[config.mk]
export PLATFORM = sky130hd
export DESIGN_NAME = mux_arbiter
export DESIGN_NICKNAME = d
export VERILOG_FILES = /design/src/rtl/mux_arbiter.sv
export SDC_FILE = /design/constraint.sdc
export NUM_CORES = 1
export LEC_CHECK = 0
export BUFFER_PORTS_ARGS = -buffer_cell sky130_fd_sc_hd__buf_4
export CORE_MARGIN = 2
export CORE_UTILIZATION = 39
export DETAILED_ROUTE_END_ITERATION = 7
export GPL_ROUTABILITY_DRIVEN = 0
export GPL_TIMING_DRIVEN = 0
export PLACE_DENSITY = 0.86
export SLEW_MARGIN = 20
export SYNTH_ARGS = -nofsm -noshare
export SYNTH_HDL_FRONTEND = slang
export SYNTH_SLANG_ARGS = --single-unit
[constraint.sdc]
create_clock -name clk -period 3.3 [get_ports clk]
set_input_delay 0.66 -clock clk [delete_from_list [all_inputs] [get_ports clk]]
set_output_delay 0.66 -clock clk [all_outputs]
set_load 0.05 [all_outputs]
[src/rtl/mux_arbiter.sv]
// mux_arbiter
//   Round-robin arbiter that owns the select of a shared WIDTH-bit 2:1 mux
//   between two burst requesters (A = pixel fetch, B = filter write-back).
//   It grants one requester at a time and counts the beats of each burst.
//   A burst is released on last_x, when req_x drops, or after MAX_BURST beats.
//   On release the mux goes straight to a waiting requester with no idle cycle.
//
// Parameters
//   WIDTH      data width of each requester and of the output
//   MAX_BURST  maximum beats per grant before forced release (>= 1)
//
// Ports
//   clk        rising-edge clock
//   rst_n      asynchronous active-low reset
//   req_a/b    requester wants or continues a burst
//   last_a/b   current beat is the final beat of the burst
//   data_a/b   requester data (mux input 0 / 1)
//   gnt_a/b    requester owns the mux this cycle (registered)
//   sel        mux select, 0 = A, 1 = B (registered, held while idle)
//   data_out   forwarded data of the owner
//   valid_out  data_out carries an accepted beat
//
// Configuration
//   MUX_ARB_OUTREG_EN  when defined, data_out/valid_out are registered and
//                      trail the beat by one cycle; otherwise both are
//                      combinational in the beat cycle.

module mux_arbiter #(
  parameter int WIDTH     = 32,
  parameter int MAX_BURST = 8
) (
  input  logic             clk,
  input  logic             rst_n,
  input  logic             req_a,
  input  logic             last_a,
  input  logic [WIDTH-1:0] data_a,
  input  logic             req_b,
  input  logic             last_b,
  input  logic [WIDTH-1:0] data_b,
  output logic             gnt_a,
  output logic             gnt_b,
  output logic             sel,
  output logic [WIDTH-1:0] data_out,
  output logic             valid_out
);

  localparam int CW = $clog2(MAX_BURST) + 1;
  localparam logic [CW-1:0] MAX_CNT = CW'(MAX_BURST);

  typedef enum logic [1:0] {
    IDLE  = 2'd0,
    OWN_A = 2'd1,
    OWN_B = 2'd2
  } state_t;

  state_t          state;
  logic [CW-1:0]   count;
  logic [CW-1:0]   count_inc;
  logic            last_served;  // 0 = A, 1 = B
  logic            beat;
  logic            hit_max;
  logic [WIDTH-1:0] mux_data;

  // A beat is a cycle where the current owner keeps its request up.
  assign beat      = (gnt_a && req_a) || (gnt_b && req_b);
  assign count_inc = count + 1'b1;
  assign hit_max   = (count_inc == MAX_CNT);
  assign mux_data  = sel ? data_b : data_a;

  always_ff @(posedge clk or negedge rst_n) begin
    if (!rst_n) begin
      state       <= IDLE;
      gnt_a       <= 1'b0;
      gnt_b       <= 1'b0;
      sel         <= 1'b0;
      count       <= '0;
      last_served <= 1'b1;
    end else begin
      case (state)
        IDLE: begin
          // On a tie the requester that was not served last wins.
          if (req_a && (!req_b || last_served)) begin
            state <= OWN_A;
            gnt_a <= 1'b1;
            sel   <= 1'b0;
          end else if (req_b) begin
            state <= OWN_B;
            gnt_b <= 1'b1;
            sel   <= 1'b1;
          end
        end
        OWN_A: begin
          if (!req_a || last_a || hit_max) begin
            last_served <= 1'b0;
            count       <= '0;
            gnt_a       <= 1'b0;
            if (req_b) begin
              state <= OWN_B;
              gnt_b <= 1'b1;
              sel   <= 1'b1;
            end else begin
              state <= IDLE;
            end
          end else begin
            count <= count_inc;
          end
        end
        OWN_B: begin
          if (!req_b || last_b || hit_max) begin
            last_served <= 1'b1;
            count       <= '0;
            gnt_b       <= 1'b0;
            if (req_a) begin
              state <= OWN_A;
              gnt_a <= 1'b1;
              sel   <= 1'b0;
            end else begin
              state <= IDLE;
            end
          end else begin
            count <= count_inc;
          end
        end
        default: begin
          state <= IDLE;
          gnt_a <= 1'b0;
          gnt_b <= 1'b0;
          count <= '0;
        end
      endcase
    end
  end

`ifdef MUX_ARB_OUTREG_EN
  // Registered output: data holds the last accepted beat between beats.
  always_ff @(posedge clk or negedge rst_n) begin
    if (!rst_n) begin
      data_out  <= '0;
      valid_out <= 1'b0;
    end else begin
      valid_out <= beat;
      if (beat) begin
        data_out <= mux_data;
      end
    end
  end
`else
  assign data_out  = mux_data;
  assign valid_out = beat;
`endif

endmodule

=== Word-level counts from Yosys, hierarchy flattened ===
Index checks and enable logic that the tools add are counted.

* Mux-type cells: 29
* Eq/ne operators: 9
* $add $sub $neg: 1
* Reductions and logical operators: 19

{| class="wikitable"
|+ Operators by type and width
! cell !! count
|-
| 32-bit 2-to-1 mux || 1
|-
| 1-bit 2-to-1 mux || 15
|-
| 4-bit case mux with 3 select lines || 1
|-
| 2-bit 2-to-1 mux || 5
|-
| 2-bit inequality test, second input constant || 5
|-
| 1-bit case mux with 3 select lines || 3
|-
| 3-bit AND reduction || 3
|-
| 4-bit 2-to-1 mux || 2
|-
| 4-bit AND reduction || 2
|-
| 1-bit logical OR || 6
|-
| 2-bit case mux with 3 select lines || 1
|-
| 4-bit by 1-bit adder with 4-bit output, second input constant || 1
|-
| 4-bit equality test, second input constant || 1
|-
| 1-bit logical AND || 3
|-
| 3-bit inequality test, second input constant || 1
|-
| 3-bit nonzero test || 1
|-
| 2-bit by 1-bit equality test with 1-bit output, second input constant || 1
|-
| 2-bit equality test, second input constant || 1
|-
| 1-bit zero test || 2
|-
| 2-bit zero test || 1
|-
| 1-bit case mux with 2 select lines || 1
|-
| 2-bit nonzero test || 1
|}

* Input bits: 70
* Word-level logic and storage cells: 64
* Register bits: 10

=== Logic depth before layout (Yosys ltp) ===
Gate-level depths: netlist of run 1.

* Depth after elaboration: 5
* Gate-level depth with buffers: 7

=== Least setup slack after synthesis of run 1 ===
OpenSTA, ideal clock, no wires.

* Path kind: flip-flop to output port
* Start point: register sel
* End point: output data_out[2]
* Path slack: 0.987 ns
* Data arrival time: 1.653 ns
* Path buffers: 2
* Stages on the path, launching flop included: 4
* Data required time: 2.640 ns
* Cell sequence: dfrtp_1 clkbuf_1 buf_2 mux2_1

* Cells in the longest elaborated chain, start to end: 1

{| class="wikitable"
|+ RTL lines
! item !! line !! source
|-
| from (decl) || 42 || <nowiki>output logic sel,</nowiki>
|-
| from (signal assigned) || 75 || <nowiki>sel <= 1'b0;</nowiki>
|-
| from (signal assigned) || 85 || <nowiki>sel <= 1'b0;</nowiki>
|-
| from (signal assigned) || 89 || <nowiki>sel <= 1'b1;</nowiki>
|-
| 32-bit 2-to-1 mux || 68 || <nowiki>assign mux_data = sel ? data_b : data_a;</nowiki>
|-
| to (decl) || 43 || <nowiki>output logic [WIDTH-1:0] data_out,</nowiki>
|}

Every way passes these cells.

=== Final worst setup path of run 1 ===
* Start point: register sel
* End point: output data_out[15]

Same word-level chain as after synthesis.

==> impl_metrics.json, run 1 <==
{
  "root_buffer": "clkbuf_4",
  "start_util_pct": 42.1,
  "leakagePower_nw": 0.983,
  "grt_pass1_wl_um": 6500,
  "top_layer_used": "met4",
  "cpPeakStageDelay_ns": 0.37,
  "drtAntennaViolNets": 0,
  "synth.net_count": 181,
  "drtIter0Drc": 43,
  "io_buffer_count": 105,
  "die_h_um": 56.2,
  "cts_tree": "done",
  "postCtsSetupRepairBufs": 0,
  "synth_area_mm2": 0.00106,
  "r2r_slack_ns": 1.53,
  "wl_met2_um": 2150,
  "viasPerCell": 5.49,
  "yosys_most_used_dff": "dfrtp_1",
  "maxCapViolations": 0,
  "final-hold-violation-count": 0,
  "rows": 18,
  "grt_pass1_vias": 1384,
  "final.period_utilization_pct": 73.2,
  "grt_usage_pct": 25.8,
  "clock_path_buffers": 2,
  "worstMarginPinSlew_ns": 0.434,
  "fin_crit_ns": 2.41,
  "die-area_mm2": 0.00315,
  "multi_input_area_um2": 761,
  "area_growth_pct": 80.3,
  "synth_edf_count": 0,
  "core-area_mm2": 0.00252,
  "hp-class": "primary input to asynchronous set/reset pin",
  "final_common_cell": "buf_4",
  "dr.pass1.iters": 4,
  "crit_arrival_ns": 1.75,
  "routed-wl-met3_um": 311,
  "wl_met1_um": 1600,
  "synth_area_per_cell_um2": 10.0,
  "drive_gt1_share_pct": 60.5,
  "setup_viol": 0,
  "ir_worst_vdd_mv": 0.941,
  "power_density_mw_per_mm2": 807,
  "cts_buffers": 3,
  "final_max_slew_viol_count": 0,
  "io_pins": 106,
  "skew_ns": 0.0123,
  "htreeDepth": 1,
  "fillers": 189,
  "gr-total-overflow": 0,
  "fin_setup_tns_ns": 0,
  "clkTransAtPathRegs_ns": 0.08,
  "utilization_pct": 75.8,
  "rr_startpoint": "state[0]",
  "nets": 291,
  "slew_headroom_pct": 71.0,
  "ys_seq_area_share_pct": 23.7,
  "crit_buf_inv": 3,
  "required_ns": 2.64,
  "crit_start": "sel",
  "rsz0062_at_grt": "false",
  "cts_hold_buf": 0,
  "hpwl_um": 3490,
  "rr_endpoint": "sel",
  "end_kind": "primary output",
  "grt_max_degree": 11,
  "drc": 0,
  "ys_warn_count": 0,
  "synth_cells": 106,
  "path_class": "register to primary output",
  "reg2reg_depth": 6,
  "cts_resized": 0,
  "start_kind": "register",
  "path_cells": "clkbuf_1, buf_2, mux2_2, buf_4",
  "clock_latency_ns": 0.28,
  "layout_common_cells": "buf_4 (105), mux2_1 (19), mux2_2 (14)",
  "antenna_found_initial": 0,
  "dieWidth_um": 56.2,
  "cp.depth": 4,
  "critPathSlowestCell": "mux2_2",
  "via_count": 1346,
  "register_area_um2": 251,
  "power_mw": 1.54,
  "ys_async_sr_fraction_pct": 100,
  "clock_sinks": 10,
  "synth_cell_type_count": 33,
  "n_antenna_cell": 0,
  "cp_top_family": "buffers and inverters",
  "ys_ff_latch": 10,
  "wire_per_inst_um": 17.0,
  "routed_wl_um": 4160,
  "crit_end": "data_out[15]",
  "crit_fanout": 10,
  "max_freq_ghz": 0.414,
  "status": "finished, final reports clean"
}
cells in the mapped netlist (all sizes together), types with 3 or more instances:
master	count	area, um^2
nand2	8	30.0
a22o	3	26.3
clkbuf	3	11.3
buf	3	15.0
a21oi	5	25.0
dfrtp	9	225
ha	5	62.6
mux2	33	372
inv	6	22.5
o21ai	3	15.0
nor2	4	15.0
registers in the layout, indices dropped and copies added, names as in the netlist:
| register | flops |
|---|---|
| count | 4 |
| state | 2 |
| gnt_a | 1 |
| gnt_b | 1 |
| last_served | 1 |
| sel | 1 |
area by class of cell:
type,instances,share of cell area (%)
well taps,30,1.96
repair buffers,105,41.2
clock buffers,4,1.37
inverters,6,1.18
multi-input cells,84,39.8
plain buffers,6,1.37
flip-flops and latches,10,13.1
report_power, final:
group | internal [mW] | switching (mW) | total [mW]
registers | 0.166 | 0.0386 | 0.205
logic | 0.448 | 0.795 | 1.24
clock network | 0.0470 | 0.0497 | 0.0967
total | 0.661 | 0.883 | 1.54
stage by stage:
| stage | instance area (um^2) | cells | hold slack [ns] | setup slack [ns] |
|---|---|---|---|---|
| 6_report | 1910 | 245 | 0.189 | 0.885 |
| 5_1_grt | 1910 | 245 | 0.201 | 0.791 |
| 4_1_cts | 1910 | 245 | 0.195 | 0.869 |
| 3_5_place_dp | 1890 | 241 | 0.500 | 1.18 |
| 3_3_place_gp | 1890 | 241 | 0.494 | 1.23 |
| 2_1_floorplan | 1060 | 106 | 0.364 | 0.987 |
layer usage:
| layer | vias to the layer above | GRT usage [%] |
|---|---|---|
| li1 | 625 | - |
| met1 | 637 | 28.6 |
| met2 | 75 | 49.4 |
| met3 | 9 | 4.65 |
| met4 | 0 | 7.48 |
| met5 | - | 0 |
worst min-delay path by stage:
stage | cells after the start | end | start
3_5_place_dp | 1 | state[1] | rst_n
6_report | 1 | state[1] | rst_n
4_1_cts | 1 | state[1] | rst_n
3_3_place_gp | 1 | state[0] | rst_n
5_1_grt | 1 | state[1] | rst_n
2_1_floorplan | 0 | count[0] | rst_n
cell families after synthesis:
| group | count (synthesis) | synth area share, % |
|---|---|---|
| AOI/OAI and AO/OA | 28 | 22.4 |
| adders and majority gates | 5 | 5.90 |
| buffers and inverters | 12 | 4.60 |
| DFF | 10 | 23.7 |
| muxes | 33 | 35.0 |
| and+or+nand+nor | 18 | 8.37 |
(Power assumes the default switching activity.)
==> run 2: changes to the inputs <==
--- a/config.mk
+++ b/config.mk
@@ -7,11 +7,11 @@
 export LEC_CHECK = 0
 export BUFFER_PORTS_ARGS = -buffer_cell sky130_fd_sc_hd__buf_4
 export CORE_MARGIN = 2
-export CORE_UTILIZATION = 39
+export CORE_UTILIZATION = 36
 export DETAILED_ROUTE_END_ITERATION = 7
 export GPL_ROUTABILITY_DRIVEN = 0
 export GPL_TIMING_DRIVEN = 0
-export PLACE_DENSITY = 0.86
+export PLACE_DENSITY = 0.8
 export SLEW_MARGIN = 20
 export SYNTH_ARGS = -nofsm -noshare
 export SYNTH_HDL_FRONTEND = slang
==> constraint.sdc (replaced) <==
create_clock -name clk -period 2.4 [get_ports clk]
set_input_delay 0.48 -clock clk [delete_from_list [all_inputs] [get_ports clk]]
set_output_delay 0.48 -clock clk [all_outputs]
set_load 0.05 [all_outputs]
==> impl_metrics.json, run 2 (same netlist as run 1, synthesis figures left out) <==
{
  "grt_pass1_wl_um": 6160,
  "drc": 0,
  "fin_setup_tns_ns": 0,
  "wire_per_inst_um": 16.8,
  "required_ns": 1.92,
  "status": "finished, final reports clean",
  "htreeDepth": 1,
  "drive_gt1_share_pct": 60.9,
  "clock_sinks": 10,
  "hp-class": "primary input to asynchronous set/reset pin",
  "crit_fanout": 10,
  "fin_crit_ns": 2.27,
  "setup_viol": 0,
  "reg2reg_depth": 6,
  "rr_startpoint": "state[1]",
  "final_common_cell": "buf_4",
  "die-area_mm2": 0.00340,
  "area_growth_pct": 81.4,
  "core-area_mm2": 0.00278,
  "final-hold-violation-count": 0,
  "grt_usage_pct": 23.5,
  "viasPerCell": 5.33,
  "fillers": 216,
  "crit_start": "sel",
  "largest_reg_flops": 4,
  "routed_wl_um": 4140,
  "power_density_mw_per_mm2": 1110,
  "root_buffer": "clkbuf_4",
  "start_kind": "register",
  "drtIter0Drc": 49,
  "cts_tree": "done",
  "dr.pass1.iters": 4,
  "grt_pass1_vias": 1321,
  "die_h_um": 58.3,
  "drtAntennaViolNets": 0,
  "slew_headroom_pct": 70.6,
  "path_class": "register to primary output",
  "via_count": 1311,
  "max_freq_ghz": 0.441,
  "rr_endpoint": "sel",
  "rsz0062_at_grt": "false",
  "maxCapViolations": 0,
  "postLayoutCellArea_mm2": 0.00192,
  "power_mw": 2.13,
  "start_util_pct": 38.1,
  "worstMarginPinSlew_ns": 0.441,
  "clock_path_buffers": 2,
  "clock_latency_ns": 0.28,
  "grt_max_degree": 11,
  "layout_common_cells": "buf_4 (105), mux2_1 (19), mux2_2 (14)",
  "leakagePower_nw": 0.989,
  "crit_arrival_ns": 1.79,
  "gr-total-overflow": 0,
  "clkTransAtPathRegs_ns": 0.07,
  "n_antenna_cell": 0,
  "antenna_found_initial": 0,
  "r2r_slack_ns": 0.64,
  "cts_buffers": 3,
  "cts_resized": 0,
  "final_max_slew_viol_count": 0,
  "rows": 19,
  "placed_area_mm2": 0.00189,
  "dieWidth_um": 58.3,
  "ir_worst_vdd_mv": 1.19,
  "io_buffer_count": 105,
  "skew_ns": 0.00205,
  "postCtsSetupRepairBufs": 0,
  "hpwl_um": 3420,
  "reg.largest.list": "count x4, state x2",
  "nets": 291,
  "cts_hold_buf": 0,
  "final.period_utilization_pct": 94.5,
  "end_kind": "primary output",
  "regMostFlops": "count",
  "io_pins": 106
}
[run 2: worst max-delay path: stages (launching register included)]
cell,delay (ns)
dfrtp_1,0.34
clkbuf_1,0.28
buf_2,0.32
mux2_2,0.38
buf_4,0.19
[run 2: metrics by stage]
stage	util, %	hold slack (ns)	std cells	setup WS, ns
after CTS	69.2	0.0203	246	0.126
after global routing	69.2	0.0266	246	0.0268
after floorplan	-	0.184	106	0.267
after global placement	67.9	0.315	242	0.459
after detailed placement	67.9	0.318	242	0.435
final	69.2	0.0175	246	0.132
[run 2: cell type report]
class | instances | area [um^2] | area share [%]
inverter | 6 | 22.5 | 1.17
tap | 31 | 38.8 | 2.02
sequential | 10 | 251 | 13.1
multi-input combinational | 84 | 761 | 39.5
clock buffer | 4 | 36.3 | 1.89
timing repair buffer | 105 | 788 | 41.0
buffer | 6 | 26.3 | 1.37
[run 2: power breakdown]
part | internal [mW] | switching [mW]
registers | 0.229 | 0.0496
clock network | 0.0924 | 0.0657
logic | 0.615 | 1.08
total | 0.936 | 1.20
[run 2: routing by layer]
metal / global-route usage, % / up-vias / part of all wire (%)
li1: - / 626 / -
met1: 27.0 / 595 / 38
met2: 42.5 / 79 / 51
met3: 3.08 / 11 / 8.1
met4: 11.3 / 0 / 3.5
met5: 0 / - / 0
[run 2: worst max path at each step]
stage                         endpoint  slack [ns]  depth (start not counted)
final                     data_out[16]        0.13                          4
after global routing      data_out[16]        0.03                          4
after CTS                 data_out[16]        0.13                          4
after detailed placement  data_out[16]        0.44                          4
after global placement    data_out[15]        0.46                          4
after floorplan            data_out[2]        0.27                          3
==> run 3: changes to the inputs <==
--- a/config.mk
+++ b/config.mk
@@ -6,12 +6,14 @@
 export NUM_CORES = 1
 export LEC_CHECK = 0
 export BUFFER_PORTS_ARGS = -buffer_cell sky130_fd_sc_hd__buf_4
+export CORE_ASPECT_RATIO = 1.1
 export CORE_MARGIN = 2
 export CORE_UTILIZATION = 36
 export DETAILED_ROUTE_END_ITERATION = 7
 export GPL_ROUTABILITY_DRIVEN = 0
 export GPL_TIMING_DRIVEN = 0
 export PLACE_DENSITY = 0.8
+export SKIP_LAST_GASP = 1
 export SLEW_MARGIN = 20
 export SYNTH_ARGS = -nofsm -noshare
 export SYNTH_HDL_FRONTEND = slang
==> impl_metrics.json, run 3 (same netlist as run 1, synthesis figures left out) <==
{
  "grt_pass1_vias": 1252,
  "hpwl_um": 3320,
  "via_count": 1322,
  "cts_resized": 0,
  "antenna_found_initial": 0,
  "cts_hold_buf": 0,
  "wl_met1_um": 1580,
  "fillers": 223,
  "top_layer_used": "met4",
  "routed_wl_um": 3980,
  "grt_max_degree": 11,
  "die_h_um": 60.9,
  "maxCapViolations": 0,
  "final_max_slew_viol_count": 0,
  "postLayoutCellArea_mm2": 0.00193,
  "crit_fanout": 10,
  "cts_buffers": 3,
  "dieWidth_um": 55.8,
  "rsz0062_at_grt": "false",
  "worstMarginPinSlew_ns": 0.436,
  "final_common_cell": "buf_4",
  "drive_gt1_share_pct": 60.9,
  "routed-wl-met3_um": 316,
  "rows": 20,
  "utilization_pct": 69.4,
  "drc": 0,
  "viasPerCell": 5.33,
  "placed_area_mm2": 0.00189,
  "ir_worst_vdd_mv": 0.947,
  "reg.largest.list": "count x4, state x2",
  "dr.pass1.iters": 4,
  "htreeDepth": 1,
  "wire_per_inst_um": 16.0,
  "clock_latency_ns": 0.28,
  "clock_path_buffers": 2,
  "largest_reg_flops": 4,
  "fin_hold_ws_ns": 0.0114,
  "status": "finished, final reports clean",
  "regMostFlops": "count",
  "setup_viol": 0,
  "start_util_pct": 38.2,
  "io_pins": 106,
  "crit_arrival_ns": 1.73,
  "fin_setup_tns_ns": 0,
  "max_freq_ghz": 0.452,
  "n_antenna_cell": 0,
  "path_class": "register to primary output",
  "grt_pass1_wl_um": 6100,
  "power_density_mw_per_mm2": 1110,
  "io_buffer_count": 105,
  "leakagePower_nw": 0.989,
  "final.period_utilization_pct": 92.1,
  "dpl.cell_count": 244,
  "hp-class": "primary input to asynchronous set/reset pin",
  "area_growth_pct": 81.6,
  "die-area_mm2": 0.00340,
  "start_kind": "register",
  "root_buffer": "clkbuf_4",
  "drtAntennaViolNets": 0,
  "postCtsSetupRepairBufs": 0,
  "slew_headroom_pct": 71.0,
  "end_kind": "primary output",
  "skew_ns": 0.0102,
  "nets": 291,
  "drtIter0Drc": 63,
  "required_ns": 1.92,
  "cts_tree": "done",
  "core-area_mm2": 0.00278,
  "clkTransAtPathRegs_ns": 0.08,
  "fin_crit_ns": 2.21,
  "gr-total-overflow": 0,
  "layout_common_cells": "buf_4 (105), mux2_1 (19), mux2_2 (14)",
  "final-hold-violation-count": 0,
  "wl_met2_um": 2010,
  "fin_cells": 248,
  "clock_sinks": 10,
  "grt_usage_pct": 23.1
}
## run 3: cell counts in the layout (fill, tap and decap cells not counted)
No cell type changed its count.
## run 3: path summary, 6_finish.rpt
path	to	depth (start not counted)	slack, ns	startpoint
setup / recovery	data_out[13]	4	0.19	sel
hold / removal	state[1]	1	0.01	rst_n
setup reg to reg	sel	6	0.63	state[0]
hold reg to reg	gnt_b	1	0.56	gnt_b
max in group asynchronous	last_served	1	2.15	rst_n
min in group clk	state[1]	2	0.51	req_b
## run 3: layout make-up
class / instances / area (um^2) / area share (%)
timing repair buffer: 105 / 788 / 40.9
multi-input combinational: 84 / 761 / 39.5
sequential: 10 / 251 / 13.1
tap: 33 / 41.3 / 2.14
clock buffer: 4 / 36.3 / 1.88
buffer: 6 / 26.3 / 1.36
inverter: 6 / 22.5 / 1.17
## run 3: power by group
group	switching (mW)	leakage (nW)	total [mW]	internal [mW]
Sequential	0.0484	0.129	0.277	0.229
Clock	0.0670	0.0210	0.159	0.0924
Combinational	1.08	0.840	1.70	0.616
Total	1.20	0.989	2.13	0.937
## run 3: layer usage
layer,up-vias,track usage (%)
met2,71,43.7
met5,-,0
met3,9,4.90
li1,626,-
met4,0,7.67
met1,616,26.2
## run 3: critical path, cell delays in order, from the launching register on
cell      delay [ns]
dfrtp_1         0.34
clkbuf_1        0.25
buf_2           0.30
mux2_2          0.38
buf_4           0.19
## run 3: through the flow
step | setup slack [ns] | power (mW)
6_report | 0.189 | 2.13
4_1_cts | 0.165 | 2.14
5_1_grt | 0.0826 | 2.23
2_1_floorplan | 0.267 | 1.48
3_3_place_gp | 0.496 | 1.94
3_5_place_dp | 0.469 | 1.97
